## config.mk

```make
export PLATFORM = sky130hd
export DESIGN_NAME = alu_seq
export DESIGN_NICKNAME = d
export VERILOG_FILES = /design/src/rtl/alu_seq.sv
export SDC_FILE = /design/constraint.sdc
export NUM_CORES = 1
export LEC_CHECK = 0
export ABC_AREA = 1
export BUFFER_PORTS_ARGS = -buffer_cell sky130_fd_sc_hd__buf_2
export CORE_MARGIN = 4
export CORE_UTILIZATION = 45
export DETAILED_ROUTE_END_ITERATION = 10
export PLACE_DENSITY = 0.65
export SLEW_MARGIN = 20
export SYNTH_ARGS = -nofsm -noshare
export SYNTH_HDL_FRONTEND = slang
export SYNTH_SLANG_ARGS = --single-unit
```

## constraint.sdc

```tcl
create_clock -name clk -period 2.4 [get_ports clk]
set_input_delay 0.48 -clock clk [delete_from_list [all_inputs] [get_ports clk]]
set_output_delay 0.48 -clock clk [all_outputs]
set_load 0.03 [all_outputs]
```

## src/rtl/alu_seq.sv

```systemverilog
// alu_seq: registered WIDTH-bit ALU with an iterative shift-add multiply and valid/ready handshakes.
// Defining ALU_ACC_EN adds a use_acc port that selects an internal accumulator as operand A.
module alu_seq #(
    parameter int WIDTH = 8,
    parameter int CNT_W = $clog2(WIDTH) + 1
) (
    input  logic             clk,
    input  logic             rst_n,
    input  logic             in_valid,
    output logic             in_ready,
    input  logic [WIDTH-1:0] a,
    input  logic [WIDTH-1:0] b,
    input  logic [3:0]       op,
`ifdef ALU_ACC_EN
    input  logic             use_acc,
`endif
    output logic             out_valid,
    input  logic             out_ready,
    output logic [WIDTH-1:0] result,
    output logic             carry,
    output logic             zero,
    output logic             neg,
    output logic             ovf,
    output logic             err
);
    localparam logic [0:0] S_IDLE = 1'b0;
    localparam logic [0:0] S_MUL  = 1'b1;
    localparam logic [3:0] OP_ADD = 4'd0;
    localparam logic [3:0] OP_SUB = 4'd1;
    localparam logic [3:0] OP_AND = 4'd2;
    localparam logic [3:0] OP_OR  = 4'd3;
    localparam logic [3:0] OP_XOR = 4'd4;
    localparam logic [3:0] OP_NOT = 4'd5;
    localparam logic [3:0] OP_SHL = 4'd6;
    localparam logic [3:0] OP_SHR = 4'd7;
    localparam logic [3:0] OP_MUL = 4'd8;
    localparam int         W2     = 2 * WIDTH;

    logic [0:0]       state_q, state_d;
    logic [CNT_W-1:0] cnt_q, cnt_d;
    logic [W2-1:0]    mcand_q, mcand_d, prod_q, prod_d, prod_nx;
    logic [WIDTH-1:0] mplier_q, mplier_d;
    logic [WIDTH-1:0] res_q, res_d;
    logic             carry_q, carry_d, zero_q, zero_d, neg_q, neg_d;
    logic             ovf_q, ovf_d, err_q, err_d, vld_q, vld_d;
    logic [WIDTH-1:0] opa, alu_res, ld_res, diff;
    logic [WIDTH:0]   sum;
    logic             alu_c, alu_v, alu_e, ld_c;
    logic             accept, alu_load, mul_start, mul_busy, mul_done, load;

`ifdef ALU_ACC_EN
    logic [WIDTH-1:0] acc_q, acc_d;
    assign opa   = use_acc ? acc_q : a;
    assign acc_d = load ? ld_res : acc_q;
    always_ff @(posedge clk) begin
        acc_q <= !rst_n ? '0 : acc_d;
    end
`else
    assign opa = a;
`endif

    assign in_ready  = (state_q == S_IDLE) && (!vld_q || out_ready);
    assign accept    = in_valid && in_ready;
    assign alu_load  = accept && (op != OP_MUL);
    assign mul_start = accept && (op == OP_MUL);
    assign mul_busy  = state_q == S_MUL;
    assign mul_done  = mul_busy && (cnt_q == CNT_W'(WIDTH - 1));
    assign load      = alu_load || mul_done;
    // One partial product per cycle: multiplicand walks left while multiplier walks right.
    assign prod_nx   = prod_q + (mplier_q[0] ? mcand_q : '0);
    assign ld_res    = mul_done ? prod_nx[WIDTH-1:0] : alu_res;
    assign ld_c      = mul_done ? |prod_nx[W2-1:WIDTH] : alu_c;

    always_comb begin
        sum     = {1'b0, opa} + {1'b0, b};
        diff    = opa - b;
        alu_res = '0;
        alu_c   = 1'b0;
        alu_v   = 1'b0;
        alu_e   = 1'b0;
        case (op)
            OP_ADD: begin
                alu_res = sum[WIDTH-1:0];
                alu_c   = sum[WIDTH];
                alu_v   = (opa[WIDTH-1] == b[WIDTH-1]) && (sum[WIDTH-1] != opa[WIDTH-1]);
            end
            OP_SUB: begin
                alu_res = diff;
                alu_c   = opa < b;
                alu_v   = (opa[WIDTH-1] != b[WIDTH-1]) && (diff[WIDTH-1] != opa[WIDTH-1]);
            end
            OP_AND: alu_res = opa & b;
            OP_OR:  alu_res = opa | b;
            OP_XOR: alu_res = opa ^ b;
            OP_NOT: alu_res = ~opa;
            OP_SHL: begin
                alu_res = {opa[WIDTH-2:0], 1'b0};
                alu_c   = opa[WIDTH-1];
            end
            OP_SHR: begin
                alu_res = {1'b0, opa[WIDTH-1:1]};
                alu_c   = opa[0];
            end
            OP_MUL: alu_e = 1'b0;
            default: alu_e = 1'b1;
        endcase
    end

    always_comb begin
        state_d  = mul_start ? S_MUL : mul_done ? S_IDLE : state_q;
        cnt_d    = mul_start ? '0 : (mul_busy && !mul_done) ? cnt_q + 1'b1 : '0;
        mcand_d  = mul_start ? {{WIDTH{1'b0}}, opa} : mul_busy ? mcand_q << 1 : mcand_q;
        mplier_d = mul_start ? b : mul_busy ? mplier_q >> 1 : mplier_q;
        prod_d   = mul_start ? '0 : mul_busy ? prod_nx : prod_q;
        vld_d    = load ? 1'b1 : out_ready ? 1'b0 : vld_q;
        res_d    = load ? ld_res : res_q;
        carry_d  = load ? ld_c : carry_q;
        zero_d   = load ? (ld_res == '0) : zero_q;
        neg_d    = load ? ld_res[WIDTH-1] : neg_q;
        ovf_d    = load ? (!mul_done && alu_v) : ovf_q;
        err_d    = load ? (!mul_done && alu_e) : err_q;
    end

    always_ff @(posedge clk) begin
        if (!rst_n) begin
            state_q  <= S_IDLE;
            cnt_q    <= '0;
            mcand_q  <= '0;
            mplier_q <= '0;
            prod_q   <= '0;
            vld_q    <= 1'b0;
            res_q    <= '0;
            carry_q  <= 1'b0;
            zero_q   <= 1'b0;
            neg_q    <= 1'b0;
            ovf_q    <= 1'b0;
            err_q    <= 1'b0;
        end else begin
            state_q  <= state_d;
            cnt_q    <= cnt_d;
            mcand_q  <= mcand_d;
            mplier_q <= mplier_d;
            prod_q   <= prod_d;
            vld_q    <= vld_d;
            res_q    <= res_d;
            carry_q  <= carry_d;
            zero_q   <= zero_d;
            neg_q    <= neg_d;
            ovf_q    <= ovf_d;
            err_q    <= err_d;
        end
    end

    assign out_valid = vld_q;
    assign result    = res_q;
    assign carry     = carry_q;
    assign zero      = zero_q;
    assign neg       = neg_q;
    assign ovf       = ovf_q;
    assign err       = err_q && vld_q;
endmodule

```

==> metrics.md, run 1 <==
| Metric | Value |
|---|---|
| Status | `finished clean` |
| Fmax | `439 MHz` |
| Simple-gate area share of the yosys netlist | `35.4%` |
| Placed instance area | `5220 um2` |
| DRC viols | `0` |
| CTS Buf Count | `9` |
| Post-synth top flop | `dfxtp_1` |
| Crit path buf inv count | `3` |
| Worst slack, placed | `-0.0406 ns` |
| Synth top area share | `24.8%` |
| Initial Util | `46.9%` |
| Final hold violation count | `0` |
| Crit path DAT | `2.51 ns` |
| PD cells | `467 nW/um2` |
| Post-route minimum period | `2.28 ns` |
| Worst VDD drop | `0.463 mV` |
| Final Cell Area | `5790 um2` |
| Routed vias | `5104` |
| GR Util All Layers | `25.0%` |
| Port bufs | `38` |
| Hold Slack | `0.423 ns` |
| Worst rel slew slack | `53.2%` |
| Delay-heaviest family, CP | `simple AND/OR/NAND/NOR gates` |
| Remaining global-route overflow | `0` |
| Vias in the first global route | `4755` |
| CP cell instances | `buf_4 -> buf_12 -> nand2_1 -> inv_1 -> ha_4 -> nand2_1 -> o21bai_1 -> a21oi_1 -> nand2_1 -> nand2_1 -> nand2_1 -> nand2_1 -> nor2_1 -> nand3_1 -> nand2_1 -> nor2_1` |
| Worst hold path type | `in -> reg` |
| Initial antenna violation count | `0` |
| Cell area after synthesis | `4670 um2` |
| First-pass GRT wire length | `23300 um` |
| Clock Sinks | `58` |
| Htree depth | `3` |
| Synth unique cells | `37` |
| Fraction of the yosys area taken by sequential cells | `24.8%` |
| Post-synthesis compound-gate area fraction | `13.2%` |
| Antenna viol nets, final | `0` |
| Most common cell after layout, fill and taps aside | `nand2_1` |
| Clk_skew | `0.00871 ns` |
| Worst-Margin Slew | `0.701 ns` |
| Final worst setup slack | `0.124 ns` |
| # diodes | `0` |
| Fraction of layout cells with a size suffix above 1 | `19.2%` |
| Clock slew seen by the registers of the worst setup and hold paths | `0.08 ns` |
| Chip Width | `110 um` |
| Final net count | `886` |
| CP Launch Type | `flop` |
| DP HPWL | `11300 um` |
| Largest cells by area after synthesis | `dfxtp_1 25%, nand2_1 18%, ha_1 11%` |
| Critical path peak fanout | `8` |
| Final setup fails | `0` |
| Main combinational cell family by area after synthesis | `simple AND/OR/NAND/NOR gates` |
| Die H | `110 um` |
| Final period utilization | `94.8%` |
| CP Capture Type | `flop` |
| Most frequent CP cell | `nand2_1` |
| # IOs | `39` |
| Die ar. | `12100 um2` |
| Mapped Cells | `755` |
| Static leakage | `2.90 nW` |
| CP required | `2.64 ns` |
| Largest stage delay, worst path | `0.36 ns` |
| Async S/R FF share, synth | `0%` |
| Via density | `5.33` |
| CTS hold repair buffers | `0` |
| Gpl congestion | `0.962` |
| Area leader, netlist | `dfxtp_1` |
| Synth Net Count | `822` |
| 1st-iter DRT viols | `367` |
| Post-synthesis mux area share | `0.214%` |
| Wire length per cell | `15.3 um` |
| Placement Rows | `36` |
| Max-Cap Viols | `0` |
| Fin. max-slew vios | `0` |
| Storage cell area | `1160 um2` |
| Area Overhead vs Synth | `23.9%` |
| DRT Pass-1 Iters | `5` |
| Mean Syn Cell Area | `6.19 um2` |
| YS warnings | `0` |
| Adder-cell share of the synthesized area | `12.0%` |
| Critical path class | `reg -> reg` |
| Crit-path slowest cell | `dfxtp_4` |
| WL final | `14600 um` |
| Clk Tree Root Cell | `clkbuf_8` |
| # fillers | `987` |
| Yosys reg bits | `58` |
| Core Region | `9950 um2` |
| Area of the multi-input gates | `3250 um2` |
| Post-synth EDFFs | `0` |
| Clk_lat worst skew | `0.35 ns` |
| Most frequent cells in the layout | `221 x nand2_1, 106 x inv_1, 73 x nand3_1` |
| Setup TNS Final | `0 ns` |
| Synth Area in XOR/XNOR | `2.44%` |
| Final Core Density | `58.1%` |
| TritonCTS clock tree | `yes` |
| Largest net degree at the start of global routing | `49` |
| Maximum clock path buffer count | `2` |
## state kept, by name, indices dropped and copies added, names as in the netlist
signal	flops
carry	1
cnt_q	4
err_q	1
mcand_q	16
mplier_q	8
mul_busy	1
out_valid	1
ovf	1
prod_q	16
result	8
zero	1
## what timing repair did
item,CTS,global route
pin swaps,0,17
setup buffers,0,4
setup endpoints to repair,2,8
resized for setup,1,56
endpoints found under the hold margin,0,0
## tightest hold or removal path: cells and delay by family
| kind | cells | cell delay (ns) |
|---|---|---|
| AND/OR/NAND/NOR | 1 | 0.06 |
| AO/OA/AOI/OAI | 1 | 0.07 |
| buffers and inverters | 1 | 0.12 |
## cells by family after synthesis
family | Yosys count
AND/OR/NAND/NOR | 397
adder cells (fa/ha/maj) | 43
multiplexers | 1
AO/OA/AOI/OAI | 104
XOR/XNOR | 13
flip-flops | 58
buffers and inverters | 139
## layer usage
layer | routed length [um] | global-route usage, % | part of all wire [%]
met2 | 6430 | 38.3 | 44
met1 | 7060 | 35.7 | 48
met5 | 0 | 0 | 0
met4 | 307 | 7.30 | 2.1
met3 | 828 | 4.46 | 5.7
## synthesized netlist by cell type, types with 3 or more instances
library cell  count
inv_2             3
fa_1              3
nand3_1          78
xor2_1            9
nor3_1            8
o211ai_1         16
xnor2_1           4
nor2_2            3
inv_1           107
o21bai_1          7
nand2_1         229
or2_2             3
a21oi_1          40
a31oi_1          15
buf_2            12
nor2_1           64
nand4_1           6
o21ai_0          18
ha_1             40
clkbuf_1         12
dfxtp_1          58
## area by class of cell
| type | count | share of cell area, % |
|---|---|---|
| Inverter | 111 | 7.24 |
| Multi-Input combinational cell | 558 | 56.2 |
| Clock buffer | 9 | 2.14 |
| Timing Repair Buffer | 81 | 9.30 |
| Tap cell | 133 | 2.88 |
| Sequential cell | 58 | 20.1 |
| Clock inverter | 7 | 2.14 |
## through the flow
step	instances	total power, mW
after global placement	937	1.57
after global routing	957	2.84
final	957	2.70
after detailed placement	937	1.57
after floorplan	755	1.37
after CTS	953	2.71
## power breakdown
part           internal [mW]  switching [mW]
registers              0.989          0.0188
logic                  0.198           0.362
clock network          0.698           0.437
total                   1.89           0.818
## worst paths after layout
check	cells after the start	endpoint	slack [ns]	startpoint
worst max-delay path	16	carry	0.12	mplier_q[0]
worst min-delay path	3	mplier_q[5]	0.42	b[5]
worst max register to register	16	carry	0.12	mplier_q[0]
worst min register to register	1	cnt_q[0]	0.45	cnt_q[0]
(Power assumes the default switching activity.)
==> run 2: changes to the inputs <==
--- a/config.mk
+++ b/config.mk
@@ -10,7 +10,6 @@
 export CORE_MARGIN = 4
 export CORE_UTILIZATION = 45
 export DETAILED_ROUTE_END_ITERATION = 10
-export PLACE_DENSITY = 0.65
 export SLEW_MARGIN = 20
 export SYNTH_ARGS = -nofsm -noshare
 export SYNTH_HDL_FRONTEND = slang
==> constraint.sdc (replaced) <==
create_clock -name clk -period 2.2 [get_ports clk]
set_input_delay 0.44 -clock clk [delete_from_list [all_inputs] [get_ports clk]]
set_output_delay 0.44 -clock clk [all_outputs]
set_load 0.03 [all_outputs]
==> metrics.md, run 2 (synthesis gave the netlist of run 1 again) <==
| Metric | Value |
|---|---|
| Maximum clock path buffer count | `2` |
| Via density | `5.30` |
| DP HPWL | `11900 um` |
| Worst slack, placed | `-0.311 ns` |
| Vias in the first global route | `5212` |
| WL final | `15700 um` |
| Die ar. | `12100 um2` |
| 1st-iter DRT viols | `543` |
| Placement Rows | `36` |
| Fraction of layout cells with a size suffix above 1 | `25.5%` |
| Largest stage delay, worst path | `0.38 ns` |
| Worst-Margin Slew | `0.903 ns` |
| Port bufs | `38` |
| CP required | `2.44 ns` |
| Final setup fails | `1` |
| Unrepaired setup endpoints after global routing | `yes` |
| Clk Tree Root Cell | `clkbuf_8` |
| Fmax | `448 MHz` |
| Critical path startpoint | `mplier_q[0]` |
| Final hold violation count | `0` |
| # diodes | `0` |
| TritonCTS clock tree | `yes` |
| Static leakage | `3.17 nW` |
| Crit path buf inv count | `3` |
| Initial antenna violation count | `0` |
| Critical path class | `reg -> reg` |
| Initial Util | `46.9%` |
| Critical path peak fanout | `8` |
| Failing checks | `setup timing` |
| GR Util All Layers | `27.4%` |
| Final worst setup slack | `-0.0303 ns` |
| Antenna viol nets, final | `0` |
| Remaining global-route overflow | `0` |
| Hold Slack | `0.388 ns` |
| Max-Cap Viols | `0` |
| Clk_skew | `0.0201 ns` |
| Final period utilization | `101%` |
| Clock Sinks | `58` |
| Post-route minimum period | `2.23 ns` |
| DRT Pass-1 Iters | `5` |
| Htree depth | `3` |
| Worst hold path type | `in -> reg` |
| Hold_sp | `b[7]` |
| PD cells | `470 nW/um2` |
| Fin. max-slew vios | `0` |
| Most common cell after layout, fill and taps aside | `nand2_1` |
| Largest net degree at the start of global routing | `51` |
| CP Capture Type | `flop` |
| R2R Path Start | `mplier_q[0]` |
| First-pass GRT wire length | `25700 um` |
| Worst rel slew slack | `39.6%` |
| Die H | `110 um` |
| Crit path DAT | `2.47 ns` |
| CP Launch Type | `flop` |
| Clock slew seen by the registers of the worst setup and hold paths | `0.08 ns` |
| Clk_lat worst skew | `0.36 ns` |
| Wire length per cell | `15.4 um` |
| Final net count | `946` |
| CP cell instances | `buf_4 -> nand2_1 -> inv_1 -> ha_4 -> nand2_2 -> nor2_2 -> inv_1 -> nor3_1 -> nand2_1 -> nand2_1 -> nand2_1 -> nand2_1 -> nand2_1 -> nor2_1 -> nand3_1 -> nand2_1 -> nor2_1` |
| # IOs | `39` |
| Routed vias | `5395` |
| Tot Pwr | `2.94 mW` |
| DRC viols | `0` |
| Status | `finished, violations left` |
| CTS Buf Count | `9` |
| Area Overhead vs Synth | `34.0%` |
| Most frequent cells in the layout | `216 x nand2_1, 104 x inv_1, 99 x buf_4` |
| Final Core Density | `62.9%` |
| Gpl congestion | `0.940` |
| Core Region | `9950 um2` |
| Delay-heaviest family, CP | `simple AND/OR/NAND/NOR gates` |
| Crit-path slowest cell | `dfxtp_4` |
| Top flop regs | `mcand_q x16, prod_q x16` |
| Most frequent CP cell | `nand2_1` |
| Worst VDD drop | `0.406 mV` |
| Chip Width | `110 um` |
run 2: cell types whose count changed in the layout (fill, tap and decap cells not counted), sizes merged:
cell and delta:
clkinvlp +1, clkinv +1, bufinv -1, buf +60, inv -1
run 2: path summary, 6_finish.rpt:
| kind | to | slack (ns) | depth (start not counted) |
|---|---|---|---|
| worst max-delay path | carry | -0.03 | 17 |
| worst min-delay path | mplier_q[7] | 0.39 | 3 |
| worst max register to register | carry | -0.03 | 17 |
| worst min register to register | cnt_q[0] | 0.46 | 1 |
run 2: power breakdown:
| part | leakage (nW) | internal [mW] | switching (mW) | total [mW] |
|---|---|---|---|---|
| combinational | 2.59 | 0.274 | 0.417 | 0.690 |
| clock | 0.106 | 0.645 | 0.507 | 1.15 |
| sequential | 0.471 | 1.08 | 0.0219 | 1.10 |
| total | 3.17 | 2.00 | 0.946 | 2.94 |
run 2: stage by stage:
| stage | cells | setup TNS (ns) | cell area [um2] |
|---|---|---|---|
| 2_1_floorplan | 755 | 0 | 4690 |
| 3_5_place_dp | 997 | -1.59 | 5660 |
| 3_3_place_gp | 997 | -1.28 | 5660 |
| 5_1_grt | 1017 | -0.662 | 6260 |
| 6_report | 1017 | -0.0303 | 6260 |
| 4_1_cts | 1015 | 0 | 6070 |
run 2: per-layer routing:
metal  track usage [%]  wire length [um]
met5                 0                 0
met3              5.40              1170
met2              40.5              6760
met4              10.8               388
met1              38.9              7370
run 2: worst register-to-register path, delay by kind of cell, from the launching register on:
kind,cells,cell delay [ns]
adder cells (fa/ha/maj),1,0.29
buffers and inverters,3,0.30
flip-flops,1,0.38
AND/OR/NAND/NOR,13,1.14
run 2: layout make-up:
| cell class | count | area [um2] |
|---|---|---|
| well taps | 133 | 166 |
| multi-input cells | 558 | 3300 |
| flip-flops and latches | 58 | 1160 |
| fillers | 958 | 3690 |
| clock buffers | 9 | 124 |
| repair buffers | 141 | 987 |
| clock inverters | 7 | 101 |
| inverters | 111 | 419 |
run 2: timing repair:
action                                  4_1_cts  5_1_grt
pin swaps                                    10       23
endpoints found under the setup margin       10       13
hold buffers                                  0        0
resized for setup                            27       42
setup buffers                                 2        2
